--- src/rtl/trivium_pkg.sv ---
// trivium_pkg: shared states and constants for the Trivium stream controller.
package trivium_pkg;
  localparam int TRIVIUM_WARMUP_CYCLES = 1152;
  localparam int KS_BYTE_W = 8;
  typedef enum logic [2:0] {
    IDLE,
    LOAD,
    WARMUP,
    WAIT_RX,
    GEN,
    SEND
  } state_t;
endpackage

--- src/rtl/trivium_ks_byte.sv ---
// trivium_ks_byte: collects 8 keystream bits LSB first; done pulses with the 8th step.
module trivium_ks_byte
  import trivium_pkg::*;
(
  input  logic                 clk,
  input  logic                 rst_n,
  input  logic                 clr,
  input  logic                 en,
  input  logic                 ks_bit,
  output logic [KS_BYTE_W-1:0] ks_byte,
  output logic                 done
);
  localparam int IW = $clog2(KS_BYTE_W);
  logic [IW-1:0]        idx;
  logic [KS_BYTE_W-1:0] sh;
  assign done = en && idx == IW'(KS_BYTE_W - 1);
  // The final bit bypasses the register so the full byte is usable in the done cycle.
  always_comb begin
    ks_byte      = sh;
    ks_byte[idx] = ks_bit;
  end
  always_ff @(posedge clk or negedge rst_n)
    if (!rst_n) begin
      idx <= '0;
      sh  <= '0;
    end else if (clr) begin
      idx <= '0;
    end else if (en) begin
      sh[idx] <= ks_bit;
      idx     <= idx + 1'b1;
    end
endmodule

--- src/rtl/trivium_stream_ctrl.sv ---
// trivium_stream_ctrl: sequences key load, warm-up and per-byte keystream XOR between UART and Trivium core.
// Define TRIVIUM_STREAM_CTRL_PREFETCH_EN to prefetch the next keystream byte while the current one is sent.
module trivium_stream_ctrl
  import trivium_pkg::*;
#(
  parameter int WARMUP_CYCLES = TRIVIUM_WARMUP_CYCLES,
  parameter int CNT_W         = 11,
  parameter int BCNT_W        = 16
) (
  input  logic              clk,
  input  logic              rst_n,
  input  logic              start,
  output logic              core_load,
  output logic              core_step,
  input  logic              core_ks,
  input  logic              rx_valid,
  input  logic [7:0]        rx_data,
  output logic              rx_ready,
  output logic              tx_valid,
  output logic [7:0]        tx_data,
  input  logic              tx_ready,
  output logic              ready,
  output logic              busy,
  output logic [BCNT_W-1:0] byte_cnt
);
  state_t               state, state_nx;
  logic [CNT_W-1:0]     wcnt;
  logic [KS_BYTE_W-1:0] ks_byte, tx_next;
  logic                 ks_done, ks_en, warm_last, accept, tx_hs, tx_load;
  assign warm_last = state == WARMUP && wcnt == CNT_W'(WARMUP_CYCLES - 1);
  assign accept    = rx_valid && rx_ready;
  assign tx_hs     = tx_valid && tx_ready && !start;
  assign core_load = state == LOAD;
  assign busy      = state != IDLE;
  assign ks_en     = core_step && state != WARMUP;
`ifdef TRIVIUM_STREAM_CTRL_PREFETCH_EN
  localparam bit PREFETCH = 1'b1;
  logic [KS_BYTE_W-1:0] ks_buf;
  logic                 ks_full;
  // Refill runs in WAIT_RX alongside an outstanding transmit.
  assign core_step = state == WARMUP || state == GEN || (state == WAIT_RX && !ks_full);
  assign rx_ready  = state == WAIT_RX && ks_full && !tx_valid && !start;
  assign tx_load   = accept;
  assign tx_next   = rx_data ^ ks_buf;
  always_ff @(posedge clk or negedge rst_n)
    if (!rst_n) begin
      ks_buf  <= '0;
      ks_full <= 1'b0;
    end else begin
      if (ks_done) ks_buf <= ks_byte;
      ks_full <= !start && (ks_done || (ks_full && !accept));
    end
`else
  localparam bit PREFETCH = 1'b0;
  logic [7:0] rx_byte;
  assign core_step = state == WARMUP || state == GEN;
  assign rx_ready  = state == WAIT_RX && !start;
  assign tx_load   = state == GEN && ks_done && !start;
  assign tx_next   = rx_byte ^ ks_byte;
  always_ff @(posedge clk or negedge rst_n)
    if (!rst_n) rx_byte <= '0;
    else if (accept) rx_byte <= rx_data;
`endif
  trivium_ks_byte u_ks (
    .clk    (clk),
    .rst_n  (rst_n),
    .clr    (start),
    .en     (ks_en),
    .ks_bit (core_ks),
    .ks_byte(ks_byte),
    .done   (ks_done)
  );
  always_comb begin
    state_nx = state;
    case (state)
      IDLE:    state_nx = IDLE;
      LOAD:    state_nx = WARMUP;
      WARMUP:  if (warm_last) state_nx = PREFETCH ? GEN : WAIT_RX;
      WAIT_RX: if (accept && !PREFETCH) state_nx = GEN;
      GEN:     if (ks_done) state_nx = PREFETCH ? WAIT_RX : SEND;
      SEND:    if (tx_hs) state_nx = WAIT_RX;
      default: state_nx = IDLE;
    endcase
    if (start) state_nx = LOAD;
  end
  always_ff @(posedge clk or negedge rst_n)
    if (!rst_n) begin
      state    <= IDLE;
      wcnt     <= '0;
      ready    <= 1'b0;
      tx_valid <= 1'b0;
      tx_data  <= '0;
      byte_cnt <= '0;
    end else begin
      state    <= state_nx;
      wcnt     <= (state == WARMUP && !warm_last && !start) ? wcnt + 1'b1 : '0;
      ready    <= !start && (ready || state_nx == WAIT_RX);
      tx_valid <= !start && (tx_load || (tx_valid && !tx_ready));
      if (tx_load) tx_data <= tx_next;
      byte_cnt <= start ? '0 : byte_cnt + BCNT_W'(tx_hs);
    end
endmodule

--- config.mk ---
export PLATFORM = sky130hd
export DESIGN_NAME = trivium_stream_ctrl
export DESIGN_NICKNAME = d
export VERILOG_FILES = /design/src/rtl/trivium_pkg.sv /design/src/rtl/trivium_ks_byte.sv /design/src/rtl/trivium_stream_ctrl.sv
export SDC_FILE = /design/constraint.sdc
export NUM_CORES = 1
export LEC_CHECK = 0
export ABC_CLOCK_PERIOD_IN_PS = 2700
export BUFFER_PORTS_ARGS = -buffer_cell sky130_fd_sc_hd__buf_2
export CAP_MARGIN = 10
export CORE_UTILIZATION = 40
export CTS_BUF_LIST = sky130_fd_sc_hd__clkbuf_4
export CTS_CLUSTER_SIZE = 12
export DETAILED_ROUTE_END_ITERATION = 10
export HOLD_SLACK_MARGIN = 0.08
export SLEW_MARGIN = 20
export SYNTH_ARGS = -nofsm -noshare
export SYNTH_HDL_FRONTEND = slang
export SYNTH_HIERARCHICAL = 1
export SYNTH_SLANG_ARGS = --single-unit
--- constraint.sdc ---
create_clock -name clk -period 2.7 [get_ports clk]
set_clock_uncertainty 0.1 [all_clocks]
set_input_delay 0.27 -clock clk [delete_from_list [all_inputs] [get_ports clk]]
set_output_delay 0.27 -clock clk [all_outputs]
set_load 0.005 [all_outputs]
==> flow_summary.toml <==
[run_status]
status = "complete, no violations"

[drt]
vias = 2166
wl_per_cell_microns = 13.2
dr.pass1.iters = 5
viasPerCell = 4.89
drcViolationCount = 0
drt_iter0_drc = 70
ant_nets = 0
wl_microns = 5830

[synth]
ys_ff_latch = 59
yosysSeqAreaShare_pct = 49.9
synth.area.top_cells = "dfrtp_1 50%, xnor2_1 6.5%, nor2_1 4.4%, mux2_1 4.2%, mux2_2 3.4%"
synth-edff-count = 0
synthArstFlopShare_pct = 100
ys_warn_count = 6
synth_fp_nets = 302
netlist_area_sq_um = 2960
synthesis.instances = 283
synth.distinct_cells = 43
synth_top_area_share_pct = 49.9
synth_top_area_cell = "dfrtp_1"
ys.flop_type = "dfrtp_1"
syn_avg_cell_area_sq_um = 10.5

[min_path]
hold_path.class = "in -> reg"
hold_end = "u_ks/sh[7]"
hold_depth = 2
holdCritStartpoint = "core_ks"

[place]
place.gp.congestion = 0.788
dp_hpwl_microns = 3960
port_buffers = 43
dpl_cell_area_sq_um = 3280

[cts]
clk_pin_slew_ns = 0.11
cts.sinks = 59
clock_path_buffers = 2
cts-root-buf = "clkbuf_4"
cts_inserted_buffers = 9
insertion_delay_ns = 0.39
cts_tree = "done"
cts_setup_buffers = 0
htreeDepth = 3

[critical_path]
worstSetupPathType = "in -> reg"
worst_ep_arrival_time_ns = 2.58
cp_num_buf_inv = 3
required_ns = 2.93
cp.depth = 9
max_stage_delay_ns = 0.55
path_cells = "dlygate4sd3_1 -> buf_2 -> and3b_1 -> ha_1 -> ha_1 -> inv_1 -> or3_1 -> or3_1 -> a21oi_1"
worst-path-max-fanout = 4
cpMaxStageDelayCell = "dlygate4sd3_1"
reg2reg_to = "byte_cnt[12]"
rr_worst_depth = 7
r2r_setup_slack_ns = 0.50
crit_family = "simple AND/OR/NAND/NOR gates"
crit_path_start_kind = "input pin"
cp-end-kind = "register"
rr_startpoint = "tx_valid"

[grt]
gr-total-overflow = 0
top_usage_layer = "met2"
grt_pass1_vias = 2006
grt_use_total_pct = 16.6
grt_use_met3_pct = 5.66
antenna_found_initial = 0
grt_pass1_wl_microns = 9720
grt_max_degree = 32
groute.layer.met1.usage_pct = 22.1
gr-usage-met2_pct = 26.0

[timing]
finalCritPeriodShare_pct = 87.2
setup_tns_ns = 0
setup_viol = 0
fin_crit_ns = 2.35
slew_violations = 0
tightest_slew_ns = 0.761
rsz0062_at_grt = "false"
relSlewSlack_pct = 47.9
final_hold_viol_count = 0
clock.fmax_ghz = 0.425

[run]
cap_viol_max_count = 0

[finish]
syn2layout_area_growth_pct = 19.3
finalNetCount = 359
layout_common_cells = "59 x dfrtp_1, 43 x buf_2, 35 x nor2_1, 25 x nand2_1, 22 x xnor2_1"
layout_commonest_cell = "dfrtp_1"
fin_util_pct = 49.0
design_area_sq_um = 3530
final_layout_size_suffix_gt1_share_pct = 23.5
diodes = 0

[floorplanning]
ios = 44
coreArea_sq_um = 7210
dieArea_sq_um = 7750
num_rows = 31
start_util_pct = 41.1
die_height_microns = 88.0
dieWidth_microns = 88.0

[power_and_ir_drop]
peakVddDrop_mv = 0.307
p_leak_nw = 1.61
power_density_nw_per_um2 = 523
layout make-up:
type,instances,area (sq um)
fillers,697,3680
flip-flops and latches,59,1480
multi-input cells,205,1400
repair buffers,57,358
well taps,99,124
clock inverters,6,81.3
clock buffers,9,67.6
inverters,8,30.0
worst max path at each step:
stage             start      endpoint  slack, ns
6_report       tx_ready  byte_cnt[12]       0.35
4_1_cts        tx_ready  byte_cnt[12]       0.42
5_1_grt        tx_ready  byte_cnt[14]       0.27
2_1_floorplan  tx_valid  byte_cnt[12]       0.69
3_3_place_gp      start  byte_cnt[14]       0.52
3_5_place_dp      start  byte_cnt[12]       0.48
synthesized netlist by cell type, types with 5 or more instances:
cell and instances:
dfrtp_1 59, nor2_1 35, nand2_1 25, xnor2_1 22
o21ai_0 14, mux2_1 11, a21oi_1 9, mux2_2 9
nand3_1 9, inv_1 8, nor3_1 7, or3_1 7
nor2b_1 6, clkbuf_1 5, ha_1 5, nand2b_1 5
timing repair:
action | CTS | global route
hold buffers | 10 | 0
endpoints found under the hold margin | 37 | 0
gates resized for setup | 0 | 0
cell families after synthesis:
logic type	after synthesis	synth area share (%)
multiplexers	27	10.6
adder cells (fa/ha/maj)	5	2.11
AO/OA/AOI/OAI	28	5.24
XOR/XNOR	26	7.69
flip-flops	59	49.9
AND/OR/NAND/NOR	119	21.5
buffers and inverters	19	3.00
flip-flops by register name, indices dropped and copies added (netlist names):
register	flops
u_ks/idx	3
rx_byte	8
u_ks/sh	8
tx_valid	1
ready	1
state	3
byte_cnt	16
tx_data	8
wcnt	11
power breakdown:
group          leakage, nW  total, W  internal, W  switching, W
combinational        0.726  0.000191     0.000109     0.0000811
sequential           0.804  0.000983     0.000939     0.0000445
clock               0.0792  0.000673     0.000364      0.000308
total                 1.61   0.00185      0.00141      0.000434
worst reg2reg max path, stage by stage (launching register included):
cell	delay, ns
dfrtp_1	0.39
and3b_1	0.21
ha_1	0.20
ha_1	0.21
inv_1	0.08
or3_1	0.42
or3_1	0.37
a21oi_1	0.17
metrics by stage:
step | hold WS, ns | setup WS, ns | cells | power [W]
after floorplan | -0.126 | 0.690 | 283 | 0.00111
after global placement | 0.245 | 0.522 | 418 | 0.00118
after detailed placement | 0.257 | 0.477 | 418 | 0.00118
after CTS | 0.182 | 0.419 | 443 | 0.00188
after global routing | 0.193 | 0.274 | 443 | 0.00195
final | 0.210 | 0.345 | 443 | 0.00185
layer usage:
layer,wire length [microns],share of wire [%],up-vias
li1,-,-,1088
met1,2820,48,1032
met4,64,1.1,0
met3,245,4.2,5
met5,0,0,-
met2,2700,46,41
(Power assumes the default switching activity.)
